`src/rtl/switch_toggle_bank.sv`:
```
`default_nettype none
// switch_toggle_bank: per-channel synchronise, debounce and LED toggle, with a
// shared long-press clear that zeroes every LED.
module switch_toggle_bank #(
  parameter int NUM_CH          = 4,
  parameter int DEBOUNCE_CYCLES = 250000,
  parameter int EDGE_MODE       = 0,
  parameter int HOLD_CYCLES     = 50000000
) (
  input  logic              i_Clock,
  input  logic              i_Reset_n,
  input  logic [NUM_CH-1:0] i_Switch,
  output logic [NUM_CH-1:0] o_LED,
  output logic [NUM_CH-1:0] o_Event,
  output logic              o_Clear
);

  localparam int            CW        = $clog2(DEBOUNCE_CYCLES + 1);
  localparam logic [CW-1:0] DB_LAST   = CW'(DEBOUNCE_CYCLES - 1);
  localparam int            HW        = (HOLD_CYCLES > 0) ? $clog2(HOLD_CYCLES + 1) : 1;
  localparam logic [HW-1:0] HOLD_LAST = (HOLD_CYCLES > 0) ? HW'(HOLD_CYCLES - 1) : '0;

  logic [NUM_CH-1:0] toggle;
  logic [NUM_CH-1:0] fire;
  logic              clear_now;

  for (genvar i = 0; i < NUM_CH; i++) begin : g_ch
    logic [1:0]    sync;
    logic          deb;
    logic [CW-1:0] cnt;
    logic          settle;
    logic          held;

    // settle is the edge on which the debounced level adopts the synchronised one
    assign settle = (sync[1] != deb) && (cnt == DB_LAST);

    always_ff @(posedge i_Clock or negedge i_Reset_n) begin
      if (!i_Reset_n) begin
        sync <= '0;
        deb  <= 1'b0;
        cnt  <= '0;
      end else begin
        sync <= {sync[0], i_Switch[i]};
        if (sync[1] == deb) begin
          cnt <= '0;
        end else if (settle) begin
          deb <= sync[1];
          cnt <= '0;
        end else begin
          cnt <= cnt + 1'b1;
        end
      end
    end

    if (HOLD_CYCLES > 0) begin : g_hold
      logic [HW-1:0] hcnt;
      logic          held_q;

      assign fire[i] = deb && !held_q && (hcnt == HOLD_LAST);
      assign held    = held_q;

      // Counter saturates; held_q blocks a second clear until the button is released
      always_ff @(posedge i_Clock or negedge i_Reset_n) begin
        if (!i_Reset_n) begin
          hcnt   <= '0;
          held_q <= 1'b0;
        end else if (!deb) begin
          hcnt   <= '0;
          held_q <= 1'b0;
        end else begin
          if (hcnt != HOLD_LAST) hcnt <= hcnt + 1'b1;
          if (fire[i]) held_q <= 1'b1;
        end
      end
    end else begin : g_no_hold
      assign fire[i] = 1'b0;
      assign held    = 1'b0;
    end

    assign toggle[i] = settle && ((EDGE_MODE != 0) ? sync[1] : (!sync[1] && !held));
  end

  assign clear_now = |fire;

  always_ff @(posedge i_Clock or negedge i_Reset_n) begin
    if (!i_Reset_n) begin
      o_LED   <= '0;
      o_Event <= '0;
      o_Clear <= 1'b0;
    end else begin
      o_Clear <= clear_now;
      if (clear_now) begin
        o_LED   <= '0;
        o_Event <= '0;
      end else begin
        o_LED   <= o_LED ^ toggle;
        o_Event <= toggle;
      end
    end
  end

endmodule
`default_nettype wire
```
`config.mk`:
```
export PLATFORM = sky130hd
export DESIGN_NAME = switch_toggle_bank
export DESIGN_NICKNAME = d
export VERILOG_FILES = /design/src/rtl/switch_toggle_bank.sv
export SDC_FILE = /design/constraint.sdc
export NUM_CORES = 1
export LEC_CHECK = 0
export ABC_AREA = 1
export BUFFER_PORTS_ARGS = -buffer_cell sky130_fd_sc_hd__buf_2
export CAP_MARGIN = 20
export CELL_PAD_IN_SITES_DETAIL_PLACEMENT = 0
export CELL_PAD_IN_SITES_GLOBAL_PLACEMENT = 1
export CORE_UTILIZATION = 30
export CTS_CLUSTER_SIZE = 28
export DETAILED_ROUTE_END_ITERATION = 10
export PLACE_DENSITY = 0.59
export REMOVE_ABC_BUFFERS = 1
export SYNTH_ARGS = -nofsm -noshare
export SYNTH_HDL_FRONTEND = slang
export SYNTH_SLANG_ARGS = --single-unit
export TNS_END_PERCENT = 20
```
`constraint.sdc`:
```
create_clock -name i_Clock -period 4.3 [get_ports i_Clock]
set_input_delay 0.43 -clock i_Clock [delete_from_list [all_inputs] [get_ports i_Clock]]
set_output_delay 0.43 -clock i_Clock [all_outputs]
set_load 0.02 [all_outputs]
```
[After elaboration in Yosys (flattened, before gate mapping)]
Cells that the tools add are included.
Cells by class
  add/subtract/negate cells: 8
  bitwise gates (word level): 5
  mux-type cells: 26
  equality and inequality tests: 28
  reductions and logical operators: 33
Operators with widths (number)
  26-bit two-way mux: 8
  18-bit two-way mux: 8
  26-bit by 1-bit adder with 26-bit output (second input constant): 4
  26-bit == test (second input constant): 4
  26-bit != test (second input constant): 4
  18-bit by 1-bit adder with 18-bit output (second input constant): 4
  18-bit == test (second input constant): 4
  1-bit logical AND: 20
  1-bit zero test: 8
  1-bit two-way mux: 8
  4-bit two-way mux: 2
  2-bit by 1-bit != test with 1-bit output (second input constant): 4
  2-bit != test (second input constant): 4
  2-bit AND reduction: 4
  1-bit == test: 4
  1-bit != test: 4
  1-bit inverter: 4
  4-bit OR reduction: 1
  4-bit bitwise XOR: 1
Word-level totals
  output and inout port bits: 9
  register bits: 201
  word-level logic and storage cells: 123
  input bits: 6

[Depth between registers and ports, before layout]
  word-level depth: 5
  depth in mapped cells: 12
  depth with buffers taken out: 11

[Worst setup path after synthesis]
OpenSTA, ideal clock, no wires.
  path type: reg2reg
  start point: reg g_ch[1].g_hold.hcnt[0]
  end point: reg g_ch[1].g_hold.hcnt[24]
  period minus slack after synthesis: 1435 ps
  stages on the path, launching flop included: 11
  slack: 2865 ps
  setup time: 117 ps
  data required time: 4183 ps
  arrival time: 1318 ps
  path buffers: 0
  path through: dfrtp_1 ha_1 nand2_2 nor2_4 nand2_4 nor2_8 nand2_4 nor3_2 nand2_1 nand2_1 nor2_1
On the way
  cells in the longest elaborated chain, start to end: 3
  elaborated cells between the ends (all ways): 5
  those cells by class: add/sub: 1; eq/ne: 2; mux: 2
RTL lines
  start, declared: line 56  | logic [HW-1:0] hcnt;
  start signal, assigned: line 71  | if (hcnt != HOLD_LAST) hcnt <= hcnt + 1'b1;
  26-bit by 1-bit adder with 26-bit output: line 71
  26-bit two-way mux: line 71
  26-bit two-way mux: line 67  | end else if (!deb) begin
Several ways; a longest one is shown, not always the timed one. The select of a mux whose other input is x is not followed.
A chain may end at the register's enable or synchronous reset.

[Worst setup path in the final report]
  start point: reg g_ch[0].deb
  end point: reg g_ch[0].cnt[3]
On the way
  cells in the longest elaborated chain, start to end: 4
  elaborated cells between the ends (all ways): 5
  those cells by class: eq/ne: 2; mux: 2; reduce/logical: 1
RTL lines
  start, declared: line 29  | logic deb;
  start signal, assigned: line 47  | deb <= sync[1];
  1-bit != test: line 35  | assign settle = (sync[1] != deb) && (cnt == DB_LAST);
  1-bit logical AND: line 35
  18-bit two-way mux: line 46  | end else if (settle) begin
  18-bit two-way mux *: line 44  | if (sync[1] == deb) begin
  end signal, assigned: line 50  | cnt <= cnt + 1'b1;
  end, declared: line 30  | logic [CW-1:0] cnt;
Mark *: on every way between the ends. The rest lies on a longest branch, timed or not.

==> impl_metrics.csv <==
group,metric,value,unit
floorplan,start_util,30.6,%
placement,io_buffer_count,14,
power,ir_drop,0.255,mV
route,wl,25.6,mm
final_layout,antenna_cells,0,
hold_path,hp-start,"g_ch[1].sync[0]",
final_layout,final-seq-area,5030,um^2
clock_tree,cts-root-buf,"clkbuf_16",
floorplan,io_pins,15,
logic_synthesis,synth_fa_ha_area_share,0.916,%
clock_tree,clk_latency,0.54,ns
logic_synthesis,synth_top_family_by_area,"simple AND/OR/NAND/NOR gates",
route,routed.top_layer,"met4",
power,p_leak,5.26,nW
final_layout,multi_input_area,5110,um^2
logic_synthesis,yosysWarnings,0,
timing,finalCriticalPeriod,2.47,ns
timing,worstMarginPinSlew,0.961,ns
final_layout,syn2layout_area_growth,14.3,%
critical_path,cp-end-kind,"register",
floorplan,dieWidth,193,um
logic_synthesis,ys_ff_latch,201,
job,max_cap_viol_count,0,
clock_tree,clk_pin_slew,0.06,ns
timing,rsz0062_at_grt,"false",
timing,tns,0,ns
final_layout,fill_cells,3811,
clock_tree,cts_hold_buf,5,
clock_tree,cts.path.max_buffers,3,
critical_path,path_max_fanout,28,
outcome,violations,"design-rule violations",
clock_tree,cts.sinks,201,
final_layout,drive_gt1_share,11.1,%
logic_synthesis,synth_compound_area_share,7.75,%
logic_synthesis,synth.distinct_cells,43,
placement,dp_hpwl,18.5,mm
timing,slew_viol_final,0,
global_routing,grt_overflow,0,
logic_synthesis,synthSimpleGateAreaFrac,34.0,%
hold_path,hp-class,"reg2reg",
logic_synthesis,synth_cells,1422,
logic_synthesis,synth-xor-area-share,4.09,%
global_routing,antenna_found_initial,0,
route,drt-initial-drc-count,392,
critical_path,crit_type,"reg2reg",
logic_synthesis,avgSynthCellArea,7.68,um^2
final_layout,final_nets,1473,
critical_path,worstSetupStartpointType,"register",
clock_tree,cts.htree.levels,1,
logic_synthesis,yosysSeqAreaShare,46.0,%
route,routed-via-count,8755,
route,wire_per_inst,13.2,um
timing,fin_crit_sh,57.4,%
global_routing,grt_pass1_wl,43.7,mm
global_routing,first_global_vias,8589,
route,met3_length,856,um
logic_synthesis,syn-cell-area,10900,um^2
route,first_pass_iters,8,
critical_path,reg2reg_from,"g_ch[0].deb",
critical_path,worstPathRequired,4.74,ns
clock_tree,postCtsSetupBuffers,0,
global_routing,grt_max_degree,110,
clock_tree,cts_resized,0,
final_layout,final_cell_mix,"297 x nand2_1, 258 x nor2_1, 201 x dfrtp_1",
timing,fmax,405,MHz
timing,fin_hold_ws,0.351,ns
floorplan,die_h,193,um
timing,finalSetupViolations,0,
global_routing,track_usage,14.5,%
outcome,status,"finished, violations left",
critical_path,crit_arrival,2.90,ns
timing,relSlewSlack,35.9,%
timing,fin_skew,0.0147,ns
route,drc,4,
route,drtAntennaViolNets,0,
floorplan,core_area,35700,um^2
final_layout,final_common_cell,"nand2_1",
floorplan,placementRows,69,
logic_synthesis,synthMuxAreaShare,0,%
timing,finalHoldViolations,0,
route,wl_met2,11.3,mm
floorplan,die_area,37200,um^2
route,drt-met1-wl,13.0,mm
clock_tree,cts_tree,"done",
placement,place.gp.congestion,0.808,
clock_tree,numCtsBuffers,26,
critical_path,critPathLaunch,"g_ch[0].deb",
power,pwr_density_cell,342,nW/um^2
route,viasPerCell,4.51,
==> where the power goes <==
group / internal [W] / switching [W] / leakage [nW] / total (W)
Sequential: 0.00191 / 0.00000936 / 2.78 / 0.00191
Combinational: 0.0000219 / 0.0000665 / 2.06 / 0.0000884
Clock: 0.00140 / 0.000865 / 0.420 / 0.00227
Total: 0.00333 / 0.000941 / 5.26 / 0.00427
==> worst max-delay path, cell delays in order (launching register included) <==
cell and delay [ns]:
dfrtp_1 0.97, nand2_1 0.14, nand2_2 0.17, nor2_1 0.06, nand2_2 0.09, nor2_4 0.05
nor2_2 0.46, inv_1 0.20, nor3b_1 0.22
==> Yosys cell counts <==
library cell,count,area (um^2)
nand2_1,297,1110
nor2_1,258,968
dfrtp_1,201,5030
inv_1,174,653
nand3_1,81,405
a21oi_1,68,340
o21ai_0,46,230
nor3_1,45,225
xor2_1,35,307
nand4_1,31,194
nor2_2,23,144
nand2_2,20,125
xnor2_1,16,140
nor3_2,14,140
a31oi_1,12,75.1
nor2_4,12,135
inv_2,9,33.8
o21ai_1,9,45.0
ha_1,8,100
nor3b_1,6,45.0
o21ai_2,6,52.6
clkbuf_1,5,18.8
o31ai_1,5,37.5
a21oi_2,4,35.0
nand2_4,4,45.0
nand3_2,4,40.0
buf_1,3,11.3
inv_4,3,18.8
nand3b_1,3,22.5
nor3_4,3,48.8
buf_4,2,15.0
buf_6,2,22.5
nor4_1,2,12.5
o21a_1,2,15.0
a211oi_1,1,7.51
a41oi_1,1,8.76
and2_1,1,6.26
and3_1,1,6.26
buf_2,1,5.00
clkinv_1,1,3.75
nand4_2,1,12.5
nor2_8,1,20.0
or2_2,1,6.26
==> layer usage <==
metal / up-vias / GRT usage (%)
li1: 4617 / -
met1: 4026 / 20.4
met2: 77 / 23.1
met3: 35 / 2.44
met4: 0 / 3.21
met5: - / 0
==> kinds of logic (layout without fill, tap and decap cells) <==
family	Yosys count	after routing
simple gates	808	808
buf+inv	200	257
compound gates	154	154
fa+ha+maj	8	8
xor+xnor	51	51
flops	201	201
==> path summary, 6_finish.rpt <==
kind	end	slack (ns)	cells past startpoint
max reg2reg	g_ch[0].cnt[3]	1.83	8
min reg2reg	g_ch[1].sync[1]	0.35	0
min in group asynchronous	g_ch[3].cnt[14]	0.51	2
min	g_ch[1].sync[1]	0.35	0
max in group asynchronous	g_ch[2].sync[1]	2.77	3
max	g_ch[0].cnt[3]	1.83	8
==> through the flow <==
stage | util, % | setup WS, ns | area, um^2 | instances | power [W]
after floorplan | - | 2.46 | 10900 | 1409 | 0.00198
after detailed placement | 32.3 | 1.77 | 11500 | 1887 | 0.00204
after global routing | 35.0 | 1.57 | 12500 | 1940 | 0.00446
after global placement | 32.3 | 1.81 | 11500 | 1887 | 0.00204
after CTS | 35.0 | 1.76 | 12500 | 1940 | 0.00437
final | 35.0 | 1.83 | 12500 | 1940 | 0.00427
==> state kept, by name, indices dropped and copies added (netlist names) <==
signal,count
g_ch.deb,4
g_ch.sync,8
o_Clear,1
o_Event,4
g_ch.g_hold.hcnt,104
g_ch.cnt,72
g_ch.g_hold.held_q,4
o_LED,4
==> final cells by class <==
type / instances / share of cell area [%]
Multi-Input combinational cell: 1021 / 40.9
Sequential cell: 201 / 40.3
Clock buffer: 37 / 6.03
Inverter: 187 / 5.68
Tap cell: 461 / 4.62
Timing Repair Buffer: 22 / 1.22
Clock inverter: 11 / 1.19
Note: power is estimated with default switching activity, not from simulation.
